--- src/rtl/vmx_pkg.sv ---
`default_nettype none
// ============================================================================
//  Module   : vmx_pkg
//  Purpose  : State encoding and phase-length helpers shared by the tile
//             scheduler and its address generator.
//  Revision : 1.0 - initial release
// ============================================================================
package vmx_pkg;

    typedef enum logic [2:0] {
        S_IDLE = 3'd0,
        S_GETW = 3'd1,
        S_LOAD = 3'd2,
        S_COMP = 3'd3,
        S_EXPO = 3'd4,
        S_DONE = 3'd5
    } state_t;

    function automatic int getw_len(input int pe);
        return pe;
    endfunction

    function automatic int load_len(input int pe);
        return pe;
    endfunction

    // Drain time for the last activation to ripple through a skewed array.
    function automatic int comp_len(input int pe);
        return 2 * pe - 1;
    endfunction

    function automatic int expo_len(input int pe);
        return pe;
    endfunction

endpackage
`default_nettype wire

--- src/rtl/vmx_addr_gen.sv ---
`default_nettype none
// ============================================================================
//  Module   : vmx_addr_gen
//  Purpose  : Tile row address: base + tile*PE_SIZE + cnt, wrapping at ADDR_W.
//  Revision : 1.0 - initial release
// ============================================================================
module vmx_addr_gen
    import vmx_pkg::*;
#(
    parameter int ADDR_W  = 12,
    parameter int TILE_W  = 8,
    parameter int CNT_W   = 3,
    parameter int PE_SIZE = 4
) (
    input  logic [ADDR_W-1:0] base,
    input  logic [TILE_W-1:0] tile,
    input  logic [CNT_W-1:0]  cnt,
    output logic [ADDR_W-1:0] addr
);

    logic [ADDR_W-1:0] w_tile_off;

    assign w_tile_off = ADDR_W'(tile) * ADDR_W'(PE_SIZE);
    assign addr       = base + w_tile_off + ADDR_W'(cnt);

endmodule
`default_nettype wire

--- src/rtl/vmx_tile_scheduler.sv ---
`default_nettype none
// ============================================================================
//  Module   : vmx_tile_scheduler
//  Purpose  : Per-tile GETW/LOAD/COMP/EXPO sequencer for the systolic array.
//             Optional perf counters (cyc_cnt, tile_cnt) under VMX_PERF_CNT_EN.
//  Revision : 1.0 - initial release
// ============================================================================
module vmx_tile_scheduler
    import vmx_pkg::*;
#(
    parameter int PE_SIZE = 4,
    parameter int ADDR_W  = 12,
    parameter int TILE_W  = 8
) (
    input  logic              clk,
    input  logic              n_rst,
    input  logic              start,
    input  logic              abort,
    input  logic [TILE_W-1:0] n_tiles,
    input  logic [ADDR_W-1:0] w_base,
    input  logic [ADDR_W-1:0] a_base,
    input  logic [ADDR_W-1:0] o_base,
    output logic              rd_en,
    output logic [ADDR_W-1:0] rd_addr,
    output logic              load_weight,
    output logic              act_valid,
    output logic              wr_en,
    output logic [ADDR_W-1:0] wr_addr,
    output logic              busy,
    output logic              done,
    output logic [2:0]        state
`ifdef VMX_PERF_CNT_EN
    ,
    output logic [31:0]       cyc_cnt,
    output logic [TILE_W-1:0] tile_cnt
`endif
);

    localparam int CNT_W = (2 * PE_SIZE > 2) ? $clog2(2 * PE_SIZE) : 1;
    localparam logic [CNT_W-1:0] C_GETW_LAST = CNT_W'(getw_len(PE_SIZE) - 1);
    localparam logic [CNT_W-1:0] C_LOAD_LAST = CNT_W'(load_len(PE_SIZE) - 1);
    localparam logic [CNT_W-1:0] C_COMP_LAST = CNT_W'(comp_len(PE_SIZE) - 1);
    localparam logic [CNT_W-1:0] C_EXPO_LAST = CNT_W'(expo_len(PE_SIZE) - 1);

    state_t            r_state, w_state_nxt;
    logic [CNT_W-1:0]  r_cnt, w_cnt_nxt;
    logic [TILE_W-1:0] r_tile, w_tile_nxt;
    logic [TILE_W:0]   w_tile_inc;
    logic              w_last_tile;
    logic              w_start_ok;
    logic [TILE_W-1:0] r_n_tiles;
    logic [ADDR_W-1:0] r_w_base, r_a_base, r_o_base;
    logic [ADDR_W-1:0] w_rd_base, w_rd_sum, w_wr_sum;

    assign w_start_ok  = start & ~abort & (r_state == S_IDLE);
    assign w_tile_inc  = {1'b0, r_tile} + (TILE_W + 1)'(1);
    assign w_last_tile = (w_tile_inc >= {1'b0, r_n_tiles});

    always_ff @(posedge clk or negedge n_rst) begin
        if (!n_rst) begin
            r_state <= S_IDLE;
            r_cnt   <= '0;
            r_tile  <= '0;
        end else begin
            r_state <= w_state_nxt;
            r_cnt   <= w_cnt_nxt;
            r_tile  <= w_tile_nxt;
        end
    end

    always_comb begin
        w_state_nxt = r_state;
        w_cnt_nxt   = r_cnt;
        w_tile_nxt  = r_tile;
        case (r_state)
            S_IDLE: begin
                if (w_start_ok) begin
                    w_cnt_nxt   = '0;
                    w_tile_nxt  = '0;
                    w_state_nxt = (n_tiles == '0) ? S_DONE : S_GETW;
                end
            end
            S_GETW: begin
                if (r_cnt == C_GETW_LAST) begin
                    w_cnt_nxt   = '0;
                    w_state_nxt = S_LOAD;
                end else begin
                    w_cnt_nxt = r_cnt + CNT_W'(1);
                end
            end
            S_LOAD: begin
                if (r_cnt == C_LOAD_LAST) begin
                    w_cnt_nxt   = '0;
                    w_state_nxt = S_COMP;
                end else begin
                    w_cnt_nxt = r_cnt + CNT_W'(1);
                end
            end
            S_COMP: begin
                if (r_cnt == C_COMP_LAST) begin
                    w_cnt_nxt   = '0;
                    w_state_nxt = S_EXPO;
                end else begin
                    w_cnt_nxt = r_cnt + CNT_W'(1);
                end
            end
            S_EXPO: begin
                if (r_cnt == C_EXPO_LAST) begin
                    w_cnt_nxt = '0;
                    if (w_last_tile) begin
                        w_state_nxt = S_DONE;
                    end else begin
                        w_tile_nxt  = w_tile_inc[TILE_W-1:0];
                        w_state_nxt = S_GETW;
                    end
                end else begin
                    w_cnt_nxt = r_cnt + CNT_W'(1);
                end
            end
            S_DONE:  w_state_nxt = S_IDLE;
            default: w_state_nxt = S_IDLE;
        endcase
        if (abort) begin
            w_state_nxt = S_IDLE;
            w_cnt_nxt   = '0;
            w_tile_nxt  = '0;
        end
    end

    always_ff @(posedge clk or negedge n_rst) begin
        if (!n_rst) begin
            r_n_tiles <= '0;
            r_w_base  <= '0;
            r_a_base  <= '0;
            r_o_base  <= '0;
        end else if (w_start_ok) begin
            r_n_tiles <= n_tiles;
            r_w_base  <= w_base;
            r_a_base  <= a_base;
            r_o_base  <= o_base;
        end
    end

    // Strobes trail rd_en by one cycle to line up with BRAM read data.
    always_ff @(posedge clk or negedge n_rst) begin
        if (!n_rst) begin
            load_weight <= 1'b0;
            act_valid   <= 1'b0;
        end else begin
            load_weight <= ~abort & (r_state == S_GETW);
            act_valid   <= ~abort & (r_state == S_LOAD);
        end
    end

    assign w_rd_base = (r_state == S_LOAD) ? r_a_base : r_w_base;

    vmx_addr_gen #(
        .ADDR_W  (ADDR_W),
        .TILE_W  (TILE_W),
        .CNT_W   (CNT_W),
        .PE_SIZE (PE_SIZE)
    ) u_rd_addr (
        .base (w_rd_base),
        .tile (r_tile),
        .cnt  (r_cnt),
        .addr (w_rd_sum)
    );

    vmx_addr_gen #(
        .ADDR_W  (ADDR_W),
        .TILE_W  (TILE_W),
        .CNT_W   (CNT_W),
        .PE_SIZE (PE_SIZE)
    ) u_wr_addr (
        .base (r_o_base),
        .tile (r_tile),
        .cnt  (r_cnt),
        .addr (w_wr_sum)
    );

    assign rd_en   = (r_state == S_GETW) || (r_state == S_LOAD);
    assign wr_en   = (r_state == S_EXPO);
    assign rd_addr = rd_en ? w_rd_sum : '0;
    assign wr_addr = wr_en ? w_wr_sum : '0;
    assign busy    = (r_state != S_IDLE);
    assign done    = (r_state == S_DONE);
    assign state   = r_state;

`ifdef VMX_PERF_CNT_EN
    // The accepting start cycle is part of the job, so the count restarts at 1.
    always_ff @(posedge clk or negedge n_rst) begin
        if (!n_rst) begin
            cyc_cnt  <= '0;
            tile_cnt <= '0;
        end else if (w_start_ok) begin
            cyc_cnt  <= 32'd1;
            tile_cnt <= '0;
        end else begin
            if (busy && (cyc_cnt != '1)) begin
                cyc_cnt <= cyc_cnt + 32'd1;
            end
            if ((r_state == S_EXPO) && (r_cnt == C_EXPO_LAST) && !abort) begin
                tile_cnt <= tile_cnt + TILE_W'(1);
            end
        end
    end
`endif

endmodule
`default_nettype wire
--- config.mk ---
export PLATFORM = sky130hd
export DESIGN_NAME = vmx_tile_scheduler
export DESIGN_NICKNAME = d
export VERILOG_FILES = /design/src/rtl/vmx_pkg.sv /design/src/rtl/vmx_addr_gen.sv /design/src/rtl/vmx_tile_scheduler.sv
export SDC_FILE = /design/constraint.sdc
export NUM_CORES = 1
export LEC_CHECK = 0
export CAP_MARGIN = 15
export CORE_ASPECT_RATIO = 0.9
export CORE_MARGIN = 2
export CORE_UTILIZATION = 35
export CTS_CLUSTER_SIZE = 24
export DETAILED_ROUTE_END_ITERATION = 8
export GPL_TIMING_DRIVEN = 0
export SLEW_MARGIN = 10
export SYNTH_ARGS = -nofsm -noshare
export SYNTH_HDL_FRONTEND = slang
export SYNTH_SLANG_ARGS = --single-unit
--- constraint.sdc ---
create_clock -name clk -period 5.6 [get_ports clk]
set_input_delay 1.68 -clock clk [delete_from_list [all_inputs] [get_ports clk]]
set_output_delay 1.68 -clock clk [all_outputs]
set_load 0.05 [all_outputs]
==> run_results.csv <==
group,metric,value,unit
status,outcome,"completed",
global_routing,pin_count_of_the_biggest_net_entering_global_routing,61,
synth,synth_seq_area_share,0.360,
clocking,level_count_of_the_clock_h_tree,3,
run,cap_violations,0,
routing,route.antenna.remaining_nets,0,
routing,dr_top_layer,"met4",
floorplanning,fp.dieArea,12800,um2
power_and_ir_drop,pwr-share-clk,0.326,
synth,synth_top_cell_by_area,"sky130_fd_sc_hd__dfrtp_1",
synth,synth.avg_cell_area,9.84,um2
synth,yosysWarningCount,0,
power_and_ir_drop,switchingPower,0.527,mW
sta,slew_violations,0,
synth,yosys_register_bits,60,
power_and_ir_drop,max_rail_drop_vdd,0.000171,V
critical_path,slowest_delay,0.51,ns
sta,achievable-frequency,0.184,GHz
min_path,hold_path.class,"reg -> reg",
placed_design,port_bufs,79,
power_and_ir_drop,power_report.internal_total,1.11,mW
sta,min_period_over_period,0.971,
sta,timing.final.hold_violations,0,
final_layout,final_area,5520,um2
synth,synth-async-reset-ratio,1.00,
sta,final_period_minus_worst_setup_slack,5.44,ns
synth,synthesis.area,4170,um2
critical_path,critPathMaxFanout,5,
routing,drt-wirelength-per-cell,15.6,um
clocking,clock_path_buffers,2,
critical_path,cp_data_required_time,3.92,ns
power_and_ir_drop,switching_power_share_of_the_total,0.322,
routing,wl_met2,4.68,mm
sta,layout_setup_ws,0.164,ns
final_layout,area.sequential,1500,um2
power_and_ir_drop,cellPowerDensity,297,nW/um2
routing,met3_length,563,um
floorplanning,placementRows,37,
floorplanning,dieWidth,119,um
clocking,cts-hold-fix-buffers,0,
final_layout,fillCellCount,1072,
synth,synth_cell_types,47,
sta,final-setup-viol-count,0,
critical_path,timing.critical_path.cells,"nand2b_2, nor2_4, buf_8, mux2_2, fa_1, inv_1, fa_1, nand2b_1, a21oi_2, buf_4, o21ai_0, a21oi_1, clkdlybuf4s15_2",
synth,syn_inst,424,
synth,netlist_top_cells_area,"sky130_fd_sc_hd__dfrtp_1 36%, sky130_fd_sc_hd__ha_1 15%, sky130_fd_sc_hd__mux2_2 13%, sky130_fd_sc_hd__nor2_1 3.6%, sky130_fd_sc_hd__o21ai_0 3.5%",
sta,max-slew-margin-rel,0.473,
power_and_ir_drop,design_power_total,1.64,mW
routing,num_vias,3417,
power_and_ir_drop,share_seq_of_total_power,0.350,
critical_path,worst_path_most_repeated_cell,"sky130_fd_sc_hd__fa_1",
placed_design,gp_routability_congestion,0.918,
clocking,cts_buffers,9,
final_layout,multiInputGateArea,2560,um2
placed_design,hpwl,8.12,mm
synth,syn_nets,527,
synth,synth-edff-count,0,
global_routing,grt_antenna_before_repair,0,
routing,route.layer.met1.wl,5.16,mm
critical_path,critPathArrivalTime,3.76,ns
placed_design,place_area,5170,um2
critical_path,cp-start-kind,"flip-flop",
sta,fin_worst_skew,0.00956,ns
final_layout,nets,623,
synth,ys.flop_type,"sky130_fd_sc_hd__dfrtp_1",
critical_path,crit_path_top_delay_cell,"sky130_fd_sc_hd__fa_1",
final_layout,antenna_cells,0,
critical_path,timing_worst_setup_path_type,"reg -> out",
final_layout,fin_cells,681,
clocking,worst_setup_hold_path_clk_slew,0.06,ns
routing,dr.first_iter.drc_count,127,
global_routing,gr-total-overflow,0,
placed_design,preCtsSetupSlack,-0.914,ns
power_and_ir_drop,total_leakage_power,2.45,nW
global_routing,grt_usage,0.175,
synth,yosysTopAreaCellShare,0.360,
global_routing,grt_pass1_vias,3497,
routing,viasPerCell,5.02,
clocking,number_of_clock_sinks,60,
global_routing,grt_pass1_wl,17.5,mm
routing,drc,0,
floorplanning,floorplan.initialDensity,0.362,
final_layout,postLayoutCoreUtil,0.479,
floorplanning,coreArea,11500,um2
floorplanning,chipHeight,108,um
final_layout,drive_above_1_share,0.187,
routing,detailedRoute.firstPassIterationCount,4,
floorplanning,io_pins,81,
routing,postRouteWirelength,10.6,mm
power_and_ir_drop,comb_power_share,0.324,
clocking,cts.root.buffer_cell,"sky130_fd_sc_hd__clkbuf_16",
sta,worst_slew_pin_slew,0.791,ns
clocking,clock_insertion_delay_worst_skew,0.32,ns
clocking,cts_tree,"yes",
final_layout,area.growth.synth_to_final,32.3,%
placed_design,placed_cells_incl_taps,659,
critical_path,end_kind,"output port",
==> power groups by stage <==
stage	Combinational, mW	Sequential, mW	Clock, mW
floorplan	0.370	0.573	0
global placement	0.523	0.579	0
detailed placement	0.532	0.582	0
CTS	0.533	0.576	0.542
global route	0.589	0.586	0.568
finish	0.531	0.574	0.534
==> area by class of cell <==
type | instances | area share
multi-input cells | 328 | 0.464
flip-flops and latches | 60 | 0.272
repair buffers | 86 | 0.150
clock buffers | 11 | 0.0421
well taps | 156 | 0.0353
inverters | 25 | 0.0170
plain buffers | 10 | 0.00974
clock inverters | 5 | 0.00952
==> sequential cells by signal (all words and copies together) (netlist names) <==
name,cells
r_a_base,12
r_o_base,12
r_w_base,12
r_n_tiles,8
r_tile,8
r_cnt,3
state,3
act_valid,1
load_weight,1
==> stage by stage <==
| step | TNS (ns) | hold slack (ns) |
|---|---|---|
| after floorplan | 0 | 0.475 |
| after global placement | -3.90 | 0.485 |
| after detailed placement | -4.34 | 0.492 |
| after CTS | 0 | 0.505 |
| after global routing | -0.0254 | 0.519 |
| final | 0 | 0.501 |
==> cells in the final DEF (no fill, tap or decap), drive strengths merged, types with 3 or more instances in the layout <==
master	instances
clkdlybuf4s50	70
dfrtp	60
ha	51
mux2	48
nor2	41
nand2	31
o21ai	29
a21oi	26
inv	24
clkbuf	18
buf	15
xnor2	11
nand3	10
nand2b	9
nor2b	7
xor2	6
o21bai	4
and2	4
a211oi	4
nand3b	4
fa	4
nor3	4
clkinv	4
a31oi	3
o22ai	3
==> metal layers <==
metal,global-route usage,vias to the layer above
met5,0,-
met4,0.0553,0
met2,0.276,93
met1,0.238,1607
li1,-,1700
met3,0.0397,17
==> worst max-delay path: cells and delay by family, from the launching register on <==
kind	cells	cell delay, ns
buffers and inverters	4	0.72
muxes	1	0.35
DFF	1	0.43
AOI/OAI and AO/OA	3	0.42
and+or+nand+nor	3	0.57
adders and majority gates	2	0.95
==> repair_timing <==
item                       in CTS  in global routing
pin swaps                       4                  4
buffers inserted                4                  3
gates resized for setup        29                  7
cloned                          0                  0
setup endpoints to repair      10                  7
==> synthesized netlist by cell type (all sizes together), types with 3 or more instances <==
library cell  count
a211oi            4
o22ai             3
a21oi            26
and2              4
buf               5
ha               51
a31oi             3
mux2             48
nor3              4
nand2b            9
fa                4
nor2b             7
nor2             41
nand3b            4
nand3            10
nand2            31
xnor2            11
clkbuf            6
inv              24
xor2              6
dfrtp            60
o21bai            4
o21ai            29
==> final timing paths <==
check                             from          end  slack [ns]  depth (start not counted)
max                           state[0]   rd_addr[7]        0.16                         13
min                        r_a_base[7]  r_a_base[7]        0.50                          1
max reg2reg                  r_tile[0]    r_tile[1]        2.69                         11
min reg2reg                r_a_base[7]  r_a_base[7]        0.50                          1
max in group asynchronous        n_rst     state[2]        3.58                          1
min in group asynchronous        n_rst  r_w_base[3]        1.44                          1
==> logic make-up (layout without fill, tap and decap cells) <==
family / count (synthesis) / count (layout) / share of synthesized area
AOI/OAI and AO/OA: 88 / 88 / 0.130
xor gates and xnor gates: 17 / 17 / 0.0357
adders and majority gates: 55 / 55 / 0.172
buffers and inverters: 36 / 137 / 0.0339
DFF: 60 / 60 / 0.360
muxes: 50 / 50 / 0.134
and+or+nand+nor: 118 / 118 / 0.135
No activity file was read; power rests on OpenSTA's default activity.
